`config.mk`:
```
export PLATFORM = sky130hd
export DESIGN_NAME = spi_segment_ctrl
export DESIGN_NICKNAME = d
export VERILOG_FILES = /design/src/rtl/spi_segment_ctrl.sv
export SDC_FILE = /design/constraint.sdc
export NUM_CORES = 1
export LEC_CHECK = 0
export BUFFER_PORTS_ARGS = -buffer_cell sky130_fd_sc_hd__buf_2
export CAP_MARGIN = 15
export CORE_UTILIZATION = 40
export CTS_BUF_LIST = sky130_fd_sc_hd__clkbuf_2
export DETAILED_ROUTE_END_ITERATION = 10
export GPL_ROUTABILITY_DRIVEN = 1
export PLACE_DENSITY = 0.57
export SYNTH_ARGS = -nofsm -noshare
export SYNTH_HDL_FRONTEND = slang
export SYNTH_SLANG_ARGS = --single-unit
```
`constraint.sdc`:
```
create_clock -name clk -period 9 [get_ports clk]
set_clock_uncertainty 0.15 [all_clocks]
set_input_delay 1.35 -clock clk [delete_from_list [all_inputs] [get_ports clk]]
set_output_delay 1.35 -clock clk [all_outputs]
set_load 0.005 [all_outputs]
```
`src/rtl/spi_segment_ctrl.sv`:
```
`default_nettype none
// ============================================================================
// Module   : spi_segment_ctrl
// Purpose  : SPI-slave (mode 0) configured controller for one 7-segment
//            display. A host reads/writes four small registers with 16-bit
//            frames. The display shows a hex-decoded digit or raw
//            segments, an optional decimal point, and can blink from a
//            free-running tick prescaler.
// Ports    : clk, rst_n          - system clock, async active-low reset
//            spi_sck/cs_n/mosi   - SPI inputs, asynchronous to clk
//            spi_miso            - SPI read data, MSB first
//            seg_out[6:0]        - segments {g,f,e,d,c,b,a}, registered
//            dp_out              - decimal point, registered
//            frame_ok/frame_err  - one-cycle frame commit/abort pulses
// Revision : 1.0 - initial release
// ============================================================================
module spi_segment_ctrl #(
  parameter logic [23:0] TICK_COUNT  = 24'd10_000_000,
  parameter int          SYNC_STAGES = 2
) (
  input  logic       clk,
  input  logic       rst_n,
  input  logic       spi_sck,
  input  logic       spi_cs_n,
  input  logic       spi_mosi,
  output logic       spi_miso,
  output logic [6:0] seg_out,
  output logic       dp_out,
  output logic       frame_ok,
  output logic       frame_err
);

  localparam logic [4:0] c_frame_bits = 5'd16;
  localparam logic [4:0] c_byte_bits  = 5'd8;

  // --------------------------------------------------------------------------
  // State
  // --------------------------------------------------------------------------
  logic [SYNC_STAGES-1:0] sck_sync_q, sck_sync_d;
  logic [SYNC_STAGES-1:0] cs_sync_q, cs_sync_d;
  logic [SYNC_STAGES-1:0] mosi_sync_q, mosi_sync_d;
  logic        sck_prev_q, sck_prev_d;
  logic        cs_prev_q, cs_prev_d;

  logic        active_q, active_d;      // frame opened by a seen cs_n fall
  logic [15:0] shift_q, shift_d;
  logic [4:0]  bit_cnt_q, bit_cnt_d;
  logic        ovf_q, ovf_d;            // more than 16 clocks in this frame
  logic        rd_q, rd_d;              // read data phase is driving miso
  logic [7:0]  miso_sh_q, miso_sh_d;
  logic        frame_ok_q, frame_ok_d;
  logic        frame_err_q, frame_err_d;

  logic [3:0]  digit_q, digit_d;
  logic [6:0]  raw_q, raw_d;
  logic [2:0]  mode_q, mode_d;
  logic [7:0]  div_q, div_d;

  logic [23:0] presc_q, presc_d;
  logic [7:0]  tick_cnt_q, tick_cnt_d;
  logic        phase_q, phase_d;

  logic [6:0]  seg_q, seg_d;
  logic        dp_q, dp_d;

  // --------------------------------------------------------------------------
  // Combinational wires
  // --------------------------------------------------------------------------
  logic       w_sck_s, w_cs_s, w_mosi_s;
  logic       w_sck_rise, w_sck_fall, w_cs_rise, w_cs_fall;
  logic       w_wr_en;
  logic       w_cfg_wr;
  logic [7:0] w_rd_data;
  logic       w_tick;
  logic       w_blink_on;
  logic [6:0] w_hex;
  logic [6:0] w_pattern;
  logic       w_unused_ok;

  // --------------------------------------------------------------------------
  // Input synchronizers and edge detection
  // --------------------------------------------------------------------------
  always_comb begin
    sck_sync_d  = {sck_sync_q[SYNC_STAGES-2:0], spi_sck};
    cs_sync_d   = {cs_sync_q[SYNC_STAGES-2:0], spi_cs_n};
    mosi_sync_d = {mosi_sync_q[SYNC_STAGES-2:0], spi_mosi};
    w_sck_s     = sck_sync_q[SYNC_STAGES-1];
    w_cs_s      = cs_sync_q[SYNC_STAGES-1];
    w_mosi_s    = mosi_sync_q[SYNC_STAGES-1];
    sck_prev_d  = w_sck_s;
    cs_prev_d   = w_cs_s;
    w_sck_rise  = w_sck_s & ~sck_prev_q;
    w_sck_fall  = ~w_sck_s & sck_prev_q;
    w_cs_rise   = w_cs_s & ~cs_prev_q;
    w_cs_fall   = ~w_cs_s & cs_prev_q;
  end

  // Readback source, addressed by the last two bits of byte0 as they
  // complete: {previous shifted bit, bit arriving now}.
  always_comb begin
    w_rd_data = 8'h00;
    case ({shift_q[0], w_mosi_s})
      2'd0:    w_rd_data = {4'h0, digit_q};
      2'd1:    w_rd_data = {1'b0, raw_q};
      2'd2:    w_rd_data = {5'h00, mode_q};
      default: w_rd_data = div_q;
    endcase
  end

  // --------------------------------------------------------------------------
  // Frame receiver
  // --------------------------------------------------------------------------
  // active_q only sets on an observed cs_n fall, so a cs_n rise after reset
  // (the synchronizer clears to 0) or a frame cut by reset never commits.
  always_comb begin
    active_d    = active_q;
    shift_d     = shift_q;
    bit_cnt_d   = bit_cnt_q;
    ovf_d       = ovf_q;
    rd_d        = rd_q;
    miso_sh_d   = miso_sh_q;
    frame_ok_d  = 1'b0;
    frame_err_d = 1'b0;
    w_wr_en     = 1'b0;

    if (w_cs_fall) begin
      active_d  = 1'b1;
      shift_d   = 16'h0000;
      bit_cnt_d = 5'd0;
      ovf_d     = 1'b0;
      rd_d      = 1'b0;
      miso_sh_d = 8'h00;
    end else if (w_cs_rise) begin
      active_d = 1'b0;
      rd_d     = 1'b0;
      if (active_q) begin
        if ((bit_cnt_q == c_frame_bits) && !ovf_q) begin
          frame_ok_d = 1'b1;
          w_wr_en    = ~shift_q[15];
        end else begin
          frame_err_d = 1'b1;
        end
      end
    end else if (active_q) begin
      if (w_sck_rise) begin
        shift_d = {shift_q[14:0], w_mosi_s};
        if (bit_cnt_q == c_frame_bits) begin
          ovf_d = 1'b1;
        end else begin
          bit_cnt_d = bit_cnt_q + 5'd1;
        end
        // Eighth bit arriving completes byte0; its bit7 is shift_q[6] now.
        if ((bit_cnt_q == c_byte_bits - 5'd1) && shift_q[6]) begin
          rd_d      = 1'b1;
          miso_sh_d = w_rd_data;
        end
      end else if (w_sck_fall && rd_q && (bit_cnt_q > c_byte_bits) &&
                   (bit_cnt_q < c_frame_bits)) begin
        // The fall right after bit 8 keeps the MSB up for the host's
        // first byte1 sample; later falls move to the next bit.
        miso_sh_d = {miso_sh_q[6:0], 1'b0};
      end
    end
  end

  // Byte0 bits 6:2 carry no meaning.
  assign w_unused_ok = &{1'b0, shift_q[14:10]};

  // --------------------------------------------------------------------------
  // Register file
  // --------------------------------------------------------------------------
  always_comb begin
    digit_d  = digit_q;
    raw_d    = raw_q;
    mode_d   = mode_q;
    div_d    = div_q;
    w_cfg_wr = 1'b0;
    if (w_wr_en) begin
      case (shift_q[9:8])
        2'd0: digit_d = shift_q[3:0];
        2'd1: raw_d   = shift_q[6:0];
        2'd2: begin
          mode_d   = shift_q[2:0];
          w_cfg_wr = 1'b1;
        end
        default: begin
          div_d    = shift_q[7:0];
          w_cfg_wr = 1'b1;
        end
      endcase
    end
  end

  // --------------------------------------------------------------------------
  // Tick prescaler and blink sequencer
  // --------------------------------------------------------------------------
  always_comb begin
    w_tick  = (presc_q == TICK_COUNT - 24'd1);
    presc_d = w_tick ? 24'd0 : presc_q + 24'd1;
  end

  // Evaluated against the post-write register values so that a tick landing
  // on the commit cycle sees the new configuration.
  always_comb begin
    w_blink_on = mode_d[1] & (div_d != 8'd0);
    tick_cnt_d = tick_cnt_q;
    phase_d    = phase_q;
    if (w_cfg_wr) begin
      tick_cnt_d = 8'd0;
    end
    if (!w_blink_on) begin
      tick_cnt_d = 8'd0;
      phase_d    = 1'b1;
    end else if (w_tick) begin
      if (tick_cnt_d == div_d - 8'd1) begin
        tick_cnt_d = 8'd0;
        phase_d    = ~phase_q;
      end else begin
        tick_cnt_d = tick_cnt_d + 8'd1;
      end
    end
  end

  // --------------------------------------------------------------------------
  // Display path
  // --------------------------------------------------------------------------
  always_comb begin
    w_hex = 7'h00;
    case (digit_q)
      4'h0: w_hex = 7'h3F;
      4'h1: w_hex = 7'h06;
      4'h2: w_hex = 7'h5B;
      4'h3: w_hex = 7'h4F;
      4'h4: w_hex = 7'h66;
      4'h5: w_hex = 7'h6D;
      4'h6: w_hex = 7'h7D;
      4'h7: w_hex = 7'h07;
      4'h8: w_hex = 7'h7F;
      4'h9: w_hex = 7'h6F;
      4'hA: w_hex = 7'h77;
      4'hB: w_hex = 7'h7C;
      4'hC: w_hex = 7'h39;
      4'hD: w_hex = 7'h5E;
      4'hE: w_hex = 7'h79;
      default: w_hex = 7'h71;
    endcase
    w_pattern = mode_q[0] ? raw_q : w_hex;
    seg_d     = phase_q ? w_pattern : 7'h00;
    dp_d      = phase_q & mode_q[2];
  end

  // --------------------------------------------------------------------------
  // Flops
  // --------------------------------------------------------------------------
  always_ff @(posedge clk or negedge rst_n) begin
    if (!rst_n) begin
      sck_sync_q  <= '0;
      cs_sync_q   <= '0;
      mosi_sync_q <= '0;
      sck_prev_q  <= 1'b0;
      cs_prev_q   <= 1'b0;
      active_q    <= 1'b0;
      shift_q     <= 16'h0000;
      bit_cnt_q   <= 5'd0;
      ovf_q       <= 1'b0;
      rd_q        <= 1'b0;
      miso_sh_q   <= 8'h00;
      frame_ok_q  <= 1'b0;
      frame_err_q <= 1'b0;
      digit_q     <= 4'h0;
      raw_q       <= 7'h00;
      mode_q      <= 3'h0;
      div_q       <= 8'd4;
      presc_q     <= 24'd0;
      tick_cnt_q  <= 8'd0;
      phase_q     <= 1'b1;
      seg_q       <= 7'h00;
      dp_q        <= 1'b0;
    end else begin
      sck_sync_q  <= sck_sync_d;
      cs_sync_q   <= cs_sync_d;
      mosi_sync_q <= mosi_sync_d;
      sck_prev_q  <= sck_prev_d;
      cs_prev_q   <= cs_prev_d;
      active_q    <= active_d;
      shift_q     <= shift_d;
      bit_cnt_q   <= bit_cnt_d;
      ovf_q       <= ovf_d;
      rd_q        <= rd_d;
      miso_sh_q   <= miso_sh_d;
      frame_ok_q  <= frame_ok_d;
      frame_err_q <= frame_err_d;
      digit_q     <= digit_d;
      raw_q       <= raw_d;
      mode_q      <= mode_d;
      div_q       <= div_d;
      presc_q     <= presc_d;
      tick_cnt_q  <= tick_cnt_d;
      phase_q     <= phase_d;
      seg_q       <= seg_d;
      dp_q        <= dp_d;
    end
  end

  assign spi_miso  = rd_q & miso_sh_q[7];
  assign seg_out   = seg_q;
  assign dp_out    = dp_q;
  assign frame_ok  = frame_ok_q;
  assign frame_err = frame_err_q;

endmodule
`default_nettype wire

```
## Yosys cells after proc, flatten, opt, wreduce, memory -nomap -nowiden

Memories as Yosys holds them, arrays and structs flattened.
Index checks and enable logic that the tools add are counted.

- Register bits after elaboration: 105
- Memories: 1
- Output and inout bits: 11
- ROM bits: 112
- Input port bits: 5

Memories:

| memory | depth | bits a word | rd ports | clocked after memory_dff | write ports | RTL line | RTL |
|---|---|---|---|---|---|---|---|
| (name not given) | 16 | 7 | 1 | 0 | 0 | 229 | `case (digit_q)` |

- Muxes and demuxes: 56
- Equality and inequality tests: 13
- Bitwise gates (word level): 13
- Reduce and logical (&&, ||, !) cells: 28
- Add/subtract/negate cells: 4
- $lt $le $gt $ge: 2

Operator list:

| operator | number |
|---|---|
| $mux 8 | 12 |
| $mux 16 | 4 |
| $mux 1 | 29 |
| $mux 5 | 5 |
| $add 24x1->24 const B | 1 |
| $eq 24x24->1 const B | 1 |
| $mux 24 | 1 |
| $pmux 8 s3 | 1 |
| $mux 7 | 2 |
| $reduce_and 4->1 | 3 |
| $reduce_bool 3->1 | 4 |
| $add 8x1->8 const B | 1 |
| $eq 8x8->1 | 1 |
| $reduce_and 2->1 | 4 |
| $reduce_bool 2->1 | 4 |
| $reduce_bool 8->1 | 1 |
| $sub 8x1->8 const B | 1 |
| $and 1x1->1 | 7 |
| $not 1->1 | 6 |
| $reduce_and 3->1 | 2 |
| $add 5x1->5 const B | 1 |
| $eq 5x3->1 const B | 1 |
| $eq 5x5->1 const B | 1 |
| $gt 5x4->1 const B | 1 |
| other kinds (12) | 22 |

## Logic depth before layout (Yosys ltp)

Gate-level depths: netlist of the first run.

- Word-level depth: 12
- Mapped depth: 14
- Depth with buffers taken out: 12

## Worst setup path before layout of the first run

OpenSTA, ideal clock, no wires.

- Path kind: reg-to-reg
- Start: reg bit_cnt_q[0]
- End: reg phase_q
- Stages on the path, launching flop included: 14
- Data arrival time: 2805 ps
- Data required time: 8768 ps
- Path slack: 5962 ps
- Library setup time: 82 ps
- Cells stage by stage: dfrtp_1 > inv_1 > ha_1 > nand4bb_1 > buf_4 > nor3_1 > buf_6 > mux2i_1 > ha_1 > a21boi_0 > xor2_1 > nand4bb_2 > nor2_1 > mux2_4

- Longest elaborated chain between the ends: 11

Ends and longest elaborated chain:

| element | RTL line | RTL |
|---|---|---|
| from (decl) | 47 | `logic [4:0] bit_cnt_q, bit_cnt_d;` |
| from (signal assigned) | 287 | `bit_cnt_q <= bit_cnt_d;` |
| $eq 5x5->1 (*) | 137 | `if ((bit_cnt_q == c_frame_bits) && !ovf_q) begin` |
| $logic_and 1x1->1 (*) | 137 |  |
| $mux 1 (*) | 137 |  |
| $mux 1 (*) | 136 | `if (active_q) begin` |
| $mux 1 (*) | 133 | `end else if (w_cs_rise) begin` |
| $mux 1 (*) | 126 | `if (w_cs_fall) begin` |
| $mux 8 or $mux 1 (tied branches) | 178 | `if (w_wr_en) begin` |
| $sub 8x1->8, or another cell as far along | 215 | `if (tick_cnt_d == div_d - 8'd1) begin` |
| $eq 8x8->1 or $and 1x1->1 (tied branches) | 215, 205 |  |
| $ne 2x1->1 (no line) or $ne 2x2->1 (tied branches) | n/a |  |
| $reduce_and 2->1 (no line) | n/a |  |
| to (signal assigned) | 299 | `phase_q <= phase_d;` |
| to (decl) | 61 | `logic phase_q, phase_d;` |

Mark *: on every way between the ends. The rest lies on a longest branch, timed or not.
A chain may end at the register's enable or synchronous reset.

## Worst setup path in the final report of the first run

- Start: reg cs_sync_q[1]
- End: reg tick_cnt_q[4]

- Longest elaborated chain between the ends: 9

Ends and longest elaborated chain:

| element | RTL line | RTL |
|---|---|---|
| from (decl) | 40 | `logic [SYNC_STAGES-1:0] cs_sync_q, cs_sync_d;` |
| from (signal assigned) | 281 | `cs_sync_q <= cs_sync_d;` |
| $and 1x1->1 or $not 1->1 (tied branches) | 94, 95 |  |
| $mux 1 or $and 1x1->1 (tied branches) | 133, 95 |  |
| $mux 1 (*) | 126 |  |
| $mux 8 or $mux 1 (tied branches) | 178 |  |
| $sub 8x1->8 or $mux 8 (tied branches) | 215, 208 |  |
| $eq 8x8->1 or $add 8x1->8 (tied branches) | 215, 219 |  |
| $mux 8 | 215 |  |
| $mux 8 | 214 | `end else if (w_tick) begin` |
| $mux 8 (*) | 211 | `if (!w_blink_on) begin` |
| via tick_cnt_d[4] | 60 | `logic [7:0] tick_cnt_q, tick_cnt_d;` |
| to (signal assigned) | 298 | `tick_cnt_q <= tick_cnt_d;` |
| to (decl) | 60 |  |

Mark *: on every way through the listed nets, which the timed path passes. The rest lies on a longest branch.

==> implementation parameters, run 1 <==
Parameter                              Value

Route
  Total via count in the routed design    approximately 3,900
  Number of nets with antenna violations after routing    0
  Detail-routed net length per standard cell    roughly 16 um
  Post-DR vias/cell    5.49
  Number of design rule violations left after detail routing    0
  Count of routing violations after the opening detailed-route iteration    around 200
  DRT Wirelength    between 10,000 and 15,000 um
  DRT Pass-1 Iters    4

GRT
  Total GRT Usage    between 10% and 20%
  Total gr overflow    0
  Via count of the first global-routing pass    3,895
  Wire length of the first global-routing pass    around 20,000 um
  Antenna violations before repair    1
  Pin count of the biggest net entering global routing    79

Status
  Status    finished, final reports clean

Logic synthesis
  Sequential fraction of the synthesis area    around 48%
  Proportion of register bits with asynchronous set or reset after synthesis    between 90% and 100%
  Number of distinct standard cells referenced by the synthesized netlist    63
  Post-synthesis instance total    520
  EDFF count, synth    0
  Yosys warning total    0
  Avg Synthesized Cell Area    between 10 and 15 um2
  Library cell with the largest summed area after synthesis    dfrtp_1
  Most common cell in the netlist    dfrtp_1
  Post-Synthesis Net Count    approximately 540
  Cell types with the highest counts after synthesis    dfrtp_1, nor2_1, nand2_1, xnor2_1, inv_1
  Synthesized area    ~0.0054 mm2
  Largest cells by area after synthesis    dfrtp_1, nor2_1, mux2_2
  Post-synthesis register bit count    roughly 110
  Most frequently used flop master after synthesis    dfrtp_1
  Share of Yosys cell area claimed by the top area cell type    between 40 and 50%

Job
  Max_cap viols    0

Critical path
  Max stage delay cell, worst path    nand4bb_1
  Top cell family by delay on the critical path    simple AND/OR/NAND/NOR gates
  Element type at the critical path start    register
  Required arrival time at the worst endpoint    9.39 ns
  Worst EP arrival    about 4.1 ns
  List of cells traversed by the critical path    inv_1 > ha_1 > nand4bb_1 > nor3_1 > buf_4 > mux2i_1 > ha_1 > a21boi_0 > xor2_1 > nand4bb_2 > o21ai_2 > nor3_1
  Slowest stage delay, CP    roughly 0.48 ns
  Largest driver fanout on the critical path    11
  Critical Setup Path Class    reg2reg
  Buf+Inv Stages, Crit Path    2
  Critical path capture point type    register

Cells and area
  Number of nets in the finished design    544
  Fraction of final layout cells with drive strength greater than 1    between 10% and 20%
  Synthesis-to-layout area growth    6.07%
  Core utilization of the finished layout    a little over two fifths

Clocking
  CTS tree    done
  CTS buffer count    9
  Clock network latency to the later pin of the worst-skew pair    0.65 ns
  Clk pin slew, worst setup/hold paths    0.29 ns
  Maximum level of the CTS H-tree    3
  Buffers from clock root to sink, at most    2
  CTS-repair resized insts    0
  Setup Buffers After CTS    0
  Root Buffer Master    clkbuf_2
  Sinks on Clock Net    ~110
  Number of hold buffers added after cts    0

Min path
  Kind of path behind the tightest hold check    reg2reg

Pwr
  Pwr dens    between 100 and 150 mW/mm2
  VDD IR-drop max    ~0.000058 V
  Leakage    approximately 2.5 nW

Timing
  Worst slack on hold paths    roughly 0.25 ns
  Max-slew violation total from the final report    0
  Time the final worst path needs with I/O delays and setup    between 3 and 4 ns
  Relative slew margins    35.3%
  Aggregate negative setup slack    0 ns
  Total of endpoints with negative setup slack in the final report    0
  Period utilization    between 40% and 50%
  Worst-Margin Slew    approximately 0.97 ns
  Max frequency    about 270 MHz
  Final hold viol count    0
  RSZ-0062 raised after global routing    no

Floorplan
  Row Count    42
  Area of the core region    ~0.013 mm2
  Top Ports    16
  Vertical die dimension    119 um
  Starting Density    roughly two fifths
  Die extent in x    around 120 um
  Area enclosed by the die boundary    approximately 0.014 mm2

Placement
  Number of buffers inserted by port buffering    15
  Post-detail-place hpwl    roughly 8000 um
  Routability-driven placement congestion ratio    roughly 0.88
per-layer routing:
metal | routed length, um | GRT usage [%] | vias to the layer above
met2 | 5250 | 26.8 | 53
met3 | 410 | 4.63 | 12
met4 | 156 | 5.54 | 0
met5 | 0 | 0 | -
li1 | - | - | 1880
met1 | 5640 | 24.5 | 1941
path summary, 6_finish.rpt:
kind                                  to  cells after the start  slack [ns]          start
setup / recovery           tick_cnt_q[4]                     12        5.30   cs_sync_q[1]
hold / removal             sck_sync_q[1]                      0        0.25  sck_sync_q[0]
setup reg to reg           tick_cnt_q[4]                     12        5.30   cs_sync_q[1]
hold reg to reg            sck_sync_q[1]                      0        0.25  sck_sync_q[0]
max in group asynchronous       div_q[4]                      2        7.00          rst_n
min in group asynchronous     seg_out[2]                      1        0.39          rst_n
registers in the layout, summed over array words and instances (netlist names), 2 cells and up:
signal	count
mosi_sync_q	2
presc_q	24
raw_q	7
shift_q	16
seg_out	7
tick_cnt_q	8
bit_cnt_q	5
cs_sync_q	2
sck_sync_q	2
miso_sh_q	8
div_q	8
mode_q	3
digit_q	4
cell type report:
| cell class | count | area, um2 |
|---|---|---|
| Antenna cell | 1 | 2.50 |
| Sequential cell | 105 | 2630 |
| Tap cell | 176 | 220 |
| Timing Repair Buffer | 21 | 123 |
| Clock inverter | 7 | 62.6 |
| Clock buffer | 9 | 45.0 |
| Inverter | 21 | 78.8 |
| Multi-Input combinational cell | 368 | 2610 |
| Fill cell | 1283 | 7470 |
metrics by stage:
stage          area (um2)  total power, mW  setup slack (ns)  std cells
6_report             5770            0.796              5.30        708
5_1_grt              5770            0.843              5.07        708
4_1_cts              5770            0.808              5.32        707
3_5_place_dp         5660            0.594              5.33        691
3_3_place_gp         5660            0.590              5.51        691
2_1_floorplan        5440            0.566              5.96        520
cell families after synthesis:
family	share of synthesized area (%)
simple gates	18.7
flops	48.3
compound gates	11.1
buf+inv	3.70
mux	8.76
xor+xnor	6.44
fa+ha+maj	2.99
cell usage in the layout, fill, tap and decap left out, types with 4 or more instances in the layout:
cell type	n
a22o_1	16
o31ai_1	5
mux2i_1	18
xor2_1	16
nand4_1	17
and2_1	8
xnor2_1	24
or4_1	4
nand3_1	15
a211oi_1	4
buf_4	7
a22oi_1	7
nor4b_1	5
nor2b_1	4
mux2_2	19
inv_1	20
buf_2	14
nor4_1	5
o21ai_0	12
nand2b_1	5
a21oi_1	19
nor2_1	58
ha_1	13
nand2_1	30
nor3_1	13
dfrtp_1	103
clkbuf_2	9
where the power goes:
group,leakage [nW],switching [mW],internal [mW]
logic,1.05,0.0386,0.0290
registers,1.37,0.0226,0.494
clock network,0.0650,0.170,0.0424
total,2.49,0.231,0.565
(Power assumes the default switching activity.)
==> inputs of run 2 (changes only) <==
- ABC_AREA: unset -> 1
- PLACE_DENSITY: 0.57 -> 0.59
- clock period: 9 -> 2.99 ns (I/O delays scaled with it)
==> run 2 against run 1 <==
First-iteration DRC count rose by 51%; synthesized cell count rose by 32%; sequential power rose to 3.0 times the previous value; count of clock-buffer cells in the layout rose by 1; maximum frequency rose by 33%; setup slack got worse by 5.1 ns; cell area rose by 6.8%; die area rose by 2.7%; hold slack got worse by 0.15 ns; routed wire length rose by 14%; clock power rose to 2.8 times the previous value; non-clock buffer count rose by 16; critical endpoint is now tick_cnt_q[2].
==> implementation parameters, run 2 <==
Parameter                              Value

Route
  DRT Wirelength    13,100 um (+14%)
  Total via count in the routed design    4,676 (+20%)
  Post-DR vias/cell    5.16 (-6.0%)
  Number of nets with antenna violations after routing    0 (unchanged)
  Detail-routed net length per standard cell    14.5 um (-11%)
  DRT Pass-1 Iters    5 (+1)
  Count of routing violations after the opening detailed-route iteration    299 (+51%)
  Number of design rule violations left after detail routing    0 (unchanged)

Logic synthesis
  Avg Synthesized Cell Area    8.13 um2 (-22%)
  Synthesized area    0.00559 mm2 (+2.8%)
  Post-synthesis register bit count    105 (unchanged)
  Share of Yosys cell area claimed by the top area cell type    46.1% (-1.3 points)
  Most frequently used flop master after synthesis    dfrtp_1
  EDFF count, synth    0 (unchanged)
  Sequential fraction of the synthesis area    47.0% (-1.3 points)
  Largest cells by area after synthesis    dfrtp_1, nand2_1, inv_1
  Cell types with the highest counts after synthesis    nand2_1, inv_1, dfrtp_1, nor2_1, o21ai_0
  Number of distinct standard cells referenced by the synthesized netlist    48 (-24%)
  Post-Synthesis Net Count    706 (+31%)
  Most common cell in the netlist    nand2_1
  Proportion of register bits with asynchronous set or reset after synthesis    100% (unchanged)
  Yosys warning total    0 (unchanged)
  Library cell with the largest summed area after synthesis    dfrtp_1
  Post-synthesis instance total    688 (+32%)

Clocking
  Sinks on Clock Net    105 (unchanged)
  Clk pin slew, worst setup/hold paths    0.28 ns (about the same)
  CTS tree    done
  Buffers from clock root to sink, at most    2 (unchanged)
  Maximum level of the CTS H-tree    3 (unchanged)
  CTS buffer count    9 (unchanged)
  Clock network latency to the later pin of the worst-skew pair    0.64 ns (about the same)
  Root Buffer Master    clkbuf_2

Pwr
  Pwr dens    389 mW/mm2 (+180%)
  Leakage    2.85 nW (+15%)
  VDD IR-drop max    0.000201 V (+250%)

Cells and area
  Largest register FFs    24 (unchanged)
  Core utilization of the finished layout    45.8% (+2.2 points)
  Regs by FF count    presc_q: 24 flops, shift_q: 16 flops
  Most common cell after layout, fill and taps aside    nand2_1
  Most flop-heavy register    presc_q
  Fraction of final layout cells with drive strength greater than 1    13.7% (-0.030 points)
  Most frequent cells in the layout    nand2_1, inv_1, dfrtp_1
  Number of filler cells placed in the layout    1,371 (+6.9%)
  Count of non-filler cells in the finished layout    906 (+28%)
  Number of nets in the finished design    743 (+37%)
  Synthesis-to-layout area growth    10.2%
  Summed area of non-filler cells in the final layout    0.00616 mm2 (+6.8%)

Placement
  Instance count after placement with tap cells included    875 (+27%)
  Post-Place Cell Area    0.00591 mm2 (+4.4%)
  Routability-driven placement congestion ratio    0.887 (+1.3%)
  Worst slack after detailed placement    0.105 ns (-5.22 ns)
  Post-detail-place hpwl    9570 um (+20%)
  Number of buffers inserted by port buffering    15 (unchanged)

GRT
  Total GRT Usage    19.4% (+1.7 points)
  Antenna violations before repair    1 (unchanged)
  Wire length of the first global-routing pass    22,000 um (+12%)
  Via count of the first global-routing pass    4,646 (+19%)
  Pin count of the biggest net entering global routing    47 (-41%)
  Total gr overflow    0 (unchanged)

Critical path
  Worst EP arrival    3.17 ns (-0.92 ns)
  Largest driver fanout on the critical path    8 (-3)
  Critical path capture point type    register
  List of cells traversed by the critical path    inv_1 > ha_2 > nand2_2 > nor2_4 > buf_4 > buf_4 > nand4_2 > nand2_1 > inv_2 > nand2_1 > nand2_1 > nand2_1 > nand3_2 > nor2_4 > nand4_4 > nand2_4 > nor2_1
  Worst reg2reg startpoint    cs_prev_q
  Required arrival time at the worst endpoint    3.39 ns (-6.00 ns)
  Element type at the critical path start    register
  Max stage delay cell, worst path    dfrtp_1
  Slowest stage delay, CP    0.46 ns (-0.02 ns)
  Setup crit start    cs_prev_q
  Crit-path most repeated cell    nand2_1
  Critical Setup Path Class    reg2reg

Min path
  Kind of path behind the tightest hold check    in2async

Timing
  Total of endpoints with negative setup slack in the final report    0 (unchanged)
  Period utilization    92.8% (+52 points)
  Max frequency    361 MHz (+33%)
  Relative slew margins    52.3% (+17 points)
  Smallest setup slack after layout    0.217 ns (-5.08 ns)
  Max-slew violation total from the final report    0 (unchanged)
  Final hold viol count    0 (unchanged)
  Worst-Margin Slew    0.713 ns (-0.258 ns)
  Time the final worst path needs with I/O delays and setup    2.77 ns (-0.926 ns)

Status
  Status    finished, final reports clean

Floorplan
  Vertical die dimension    120 um (+1.4%)
  Area enclosed by the die boundary    0.0145 mm2 (+2.7%)
  Starting Density    41.6% (+0.48 points)
  Top Ports    16 (unchanged)
  Area of the core region    0.0135 mm2 (+1.6%)
  Row Count    42 (unchanged)
  Die extent in x    120 um (+1.4%)

Job
  Max_cap viols    0 (unchanged)
-- run 2: logic make-up (layout without fill, tap and decap cells) --
kind of cell / Yosys count / count (layout) / synth area share [%]
and+or+nand+nor: 306 / 306 / 26.3
buffers and inverters: 129 / 170 / 8.73
AOI/OAI and AO/OA: 122 / 122 / 12.8
DFF: 105 / 105 / 47.0
adders and majority gates: 13 / 13 / 2.91
xor gates and xnor gates: 13 / 13 / 2.17
other: 0 / 1 / 0
-- run 2: layer usage --
metal | track usage (%) | wire, um | vias to the layer above
met3 | 4.76 | 418 | 21
met4 | 5.63 | 232 | 0
met2 | 34.4 | 6640 | 72
met5 | 0 | 0 | -
li1 | - | - | 2336
met1 | 23.2 | 5830 | 2247
-- run 2: area by class of cell --
type	instances	area [um2]	area share [%]
Inverter	118	447	7.25
Tap cell	176	220	3.57
Clock buffer	10	50.0	0.812
Sequential cell	105	2630	42.7
Multi-Input combinational cell	454	2510	40.8
Clock inverter	5	33.8	0.548
Timing Repair Buffer	37	265	4.30
Antenna cell	1	2.50	0.0406
-- run 2: power breakdown --
part,total [mW],internal (mW),switching (mW)
clock network,0.596,0.107,0.488
logic,0.275,0.106,0.169
registers,1.53,1.48,0.0418
-- run 2: path summary, 6_finish.rpt --
path / slack [ns] / endpoint / depth (start not counted)
setup / recovery: 0.22 / tick_cnt_q[2] / 17
setup reg to reg: 0.22 / tick_cnt_q[2] / 17
min in group clk: 0.25 / sck_sync_q[1] / 0
hold reg to reg: 0.25 / sck_sync_q[1] / 0
max in group asynchronous: 1.88 / digit_q[0] / 3
hold / removal: 0.1 / sck_prev_q / 2
-- run 2: critical path, delay by kind of cell, from the launching register on --
family	cells	cell delay, ns
adders and majority gates	1	0.21
buffers and inverters	4	0.40
DFF	1	0.46
and+or+nand+nor	12	1.44
-- run 2: what timing repair did --
item	in CTS	in global routing
resized for setup	0	11
hold buffers	4	0
endpoints found under the hold margin	64	0
setup buffers	0	11
setup endpoints to repair	0	10
-- run 2: stage by stage --
| step | setup TNS (ns) | power (mW) | hold WS [ns] |
|---|---|---|---|
| detailed placement | 0 | 1.77 | 0.192 |
| finish | 0 | 2.40 | 0.0975 |
| global placement | 0 | 1.76 | 0.186 |
| global route | -0.0315 | 2.51 | 0.0677 |
| floorplan | 0 | 1.68 | 0.00291 |
| CTS | 0 | 2.36 | 0.0843 |
==> inputs of run 3 (changes only) <==
- ABC_AREA: 1 -> unset
==> run 3 against run 2 <==
Setup slack worse by 0.16 ns; non-clock buffer count is 14 higher; hold slack better by 0.12 ns; power is 11% higher; critical path depth is 5 lower; first-iteration DRC count is 22% lower; combinational power is 9.1% higher; cell area is 0.39% higher; via count is 15% lower.
==> implementation parameters, run 3 (synthesis gave the netlist of run 1 again) <==
Parameter                              Value

Critical path
  Largest driver fanout on the critical path    7 (-1)
  Required arrival time at the worst endpoint    3.36 ns (-0.03 ns)
  Setup crit start    bit_cnt_q[0]
  Capture instance of the worst register-to-register path    tick_cnt_q[5]
  Max stage delay cell, worst path    dfrtp_1
  Buf+Inv Stages, Crit Path    2 (-2)
  Crit-path most repeated cell    nor3_1
  Critical path capture point type    register
  Cell count of the worst reg-to-reg path    12 (-5)
  Worst EP arrival    3.30 ns (+0.13 ns)
  Slowest stage delay, CP    0.45 ns (about the same)
  R2R Setup Slk    0.06 ns (-0.16 ns)
  Element type at the critical path start    register
  List of cells traversed by the critical path    inv_1 > ha_2 > nand4bb_1 > nor3_1 > buf_4 > mux2i_4 > ha_4 > a21boi_2 > xor2_1 > nand4bb_4 > o21ai_4 > nor3_1
  Top cell family by delay on the critical path    simple AND/OR/NAND/NOR gates
  Critical Setup Path Class    reg2reg
  Worst reg2reg startpoint    bit_cnt_q[0]

Pwr
  Share of total power consumed by net switching    25.4% (-3.7 points)
  VDD IR-drop max    0.000297 V (+48%)
  Clock network fraction of total power    31.3% (+6.4 points)
  Switching power    679 uW (-2.9%)
  Combinational group share of total power    11.3% (-0.2 points)
  Part of the power in registers    57.5% (-6.2 points)
  Leakage    2.70 nW (-5.4%)
  Pwr dens    431 mW/mm2 (+11%)
  Pint    1.99 mW (+17%)

Timing
  Max frequency    341 MHz (-5.4%)
  Worst-Margin Slew    0.837 ns (+0.124 ns)
  Final hold viol count    0 (unchanged)
  RSZ-0062 raised after global routing    yes
  Relative slew margins    44.2% (-8.1 points)
  Total of endpoints with negative setup slack in the final report    0 (unchanged)
  Max-slew violation total from the final report    0 (unchanged)
  Time the final worst path needs with I/O delays and setup    2.93 ns (+0.160 ns)
  Period utilization    98.1% (+5.3 points)
  Worst slack on hold paths    0.220 ns (+0.122 ns)

Status
  Status    finished, final reports clean

Clocking
  Maximum level of the CTS H-tree    3 (unchanged)
  Root Buffer Master    clkbuf_2
  Sinks on Clock Net    105 (unchanged)
  Buffers from clock root to sink, at most    2 (unchanged)
  Clk pin slew, worst setup/hold paths    0.28 ns (about the same)
  Clock network latency to the later pin of the worst-skew pair    0.63 ns (about the same)
  CTS buffer count    9 (unchanged)
  CTS tree    done

Route
  Detail-routed net length per standard cell    15.7 um (+8.2%)
  Post-DR vias/cell    5.42 (+4.9%)
  Number of nets with antenna violations after routing    0 (unchanged)
  Number of design rule violations left after detail routing    0 (unchanged)
  DRT Pass-1 Iters    4 (-1)
  Count of routing violations after the opening detailed-route iteration    234 (-22%)
  Total via count in the routed design    3,991 (-15%)
  DRT Wirelength    11,500 um (-12%)

Floorplan
  Vertical die dimension    119 um (-1.3%)
  Starting Density    41.1% (-0.48 points)
  Top Ports    16 (unchanged)
  Area enclosed by the die boundary    0.0141 mm2 (-2.7%)
  Area of the core region    0.0132 mm2 (-1.6%)
  Row Count    42 (unchanged)
  Die extent in x    119 um (-1.3%)

Cells and area
  Most flop-heavy register    presc_q
  Largest register FFs    24 (unchanged)
  Regs by FF count    presc_q: 24 flops, shift_q: 16 flops
  Number of filler cells placed in the layout    1,266 (-7.7%)
  Antenna Cells    0 (-1)
  Synthesis-to-layout area growth    13.7%
  Number of nets in the finished design    574 (-23%)
  Most common cell after layout, fill and taps aside    dfrtp_1
  Most frequent cells in the layout    dfrtp_1, nor2_1, buf_4
  Core utilization of the finished layout    46.7% (+0.91 points)
  Fraction of final layout cells with drive strength greater than 1    20.0% (+6.2 points)

GRT
  Wire length of the first global-routing pass    19,700 um (-11%)
  Antenna violations before repair    0 (-1)
  Total GRT Usage    17.8% (-1.6 points)
  Met2 usage    27.2% (-7.2 points)
  Via count of the first global-routing pass    3,841 (-17%)
  GR Layer Usage met1    24.3% (+1.1 points)
  Pin count of the biggest net entering global routing    66 (+40%)
  Total gr overflow    0 (unchanged)
  Highest-utilization routing layer at the global route stage    met2
  Met3 capacity usage during global routing    4.87% (+0.11 points)

Placement
  Number of buffers inserted by port buffering    15 (unchanged)
  Post-detail-place hpwl    8250 um (-14%)
  Routability-driven placement congestion ratio    0.870 (-1.9%)

Min path
  Cells on Worst Hold Path    0
  Kind of path behind the tightest hold check    reg2reg
  Startpoint of the worst hold path    cs_sync_q[0]
  Endpoint of the worst hold path    cs_sync_q[1]

Job
  Max_cap viols    0 (unchanged)
==> run 3: cell types whose count changed in the layout (fill, tap and decap cells not counted), moves of 15 or more <==
| cell | change |
|---|---|
| nand2_1 | -103 |
| inv_1 | -88 |
| o21ai_0 | -35 |
| nand3_1 | -27 |
| xnor2_1 | +23 |
| o22ai_1 | -22 |
| mux2_2 | +19 |
| a22o_1 | +16 |
| mux2i_1 | +15 |
==> run 3: power groups by stage <==
stage / Sequential (mW) / Combinational [mW] / Clock, mW
2_1_floorplan: 1.55 / 0.156 / 0
3_3_place_gp: 1.55 / 0.260 / 0
3_5_place_dp: 1.56 / 0.267 / 0
4_1_cts: 1.53 / 0.279 / 0.872
5_1_grt: 1.54 / 0.335 / 0.940
6_report: 1.53 / 0.300 / 0.834
==> run 3: worst register-to-register path: cells and delay by family, from the launching register on <==
family | cells | cell delay (ns)
AOI/OAI and AO/OA | 2 | 0.26
xor gates and xnor gates | 1 | 0.24
adders and majority gates | 2 | 0.37
buffers and inverters | 2 | 0.26
DFF | 1 | 0.45
muxes | 1 | 0.27
and+or+nand+nor | 4 | 0.84
==> run 3: how the worst max path moves through the flow <==
stage | to | slack (ns) | depth (start not counted)
floorplan | phase_q | 0.01 | 14
global placement | phase_q | 0.09 | 12
detailed placement | tick_cnt_q[4] | -0.02 | 13
CTS | tick_cnt_q[1] | 0.01 | 11
global route | tick_cnt_q[5] | -0.09 | 12
finish | tick_cnt_q[5] | 0.06 | 12
==> run 3: per-stage QoR <==
| step | setup slack [ns] | power [mW] | instances | area [um2] | setup TNS, ns |
|---|---|---|---|---|---|
| CTS | 0.0131 | 2.69 | 734 | 6100 | 0 |
| finish | 0.0570 | 2.67 | 737 | 6190 | 0 |
| global placement | 0.0872 | 1.81 | 712 | 5840 | 0 |
| detailed placement | -0.0153 | 1.82 | 712 | 5840 | -0.0182 |
| floorplan | 0.0113 | 1.71 | 520 | 5450 | 0 |
| global route | -0.0907 | 2.82 | 737 | 6190 | -0.451 |
==> run 3: layout make-up <==
cell class	count	area (um2)	share of cell area [%]
Clock buffer	9	45.0	0.728
Clock inverter	7	119	1.92
Inverter	21	78.8	1.27
Multi-Input combinational cell	368	2720	44.0
Sequential cell	105	2630	42.5
Tap cell	176	220	3.56
Timing Repair Buffer	51	370	5.99
==> run 3: repair_timing <==
| action | CTS | global route |
|---|---|---|
| buffers inserted | 2 | 3 |
| hold buffers | 4 | 0 |
| endpoints found under the setup margin | 8 | 9 |
| pin swaps | 2 | 4 |
| resized for setup | 7 | 14 |
| hold endpoints to repair | 64 | 0 |
==> run 3: layer usage <==
| metal | wire length (um) | vias up |
|---|---|---|
| li1 | - | 1945 |
| met1 | 5450 | 1960 |
| met2 | 5390 | 71 |
| met3 | 502 | 15 |
| met4 | 206 | 0 |
| met5 | 0 | - |
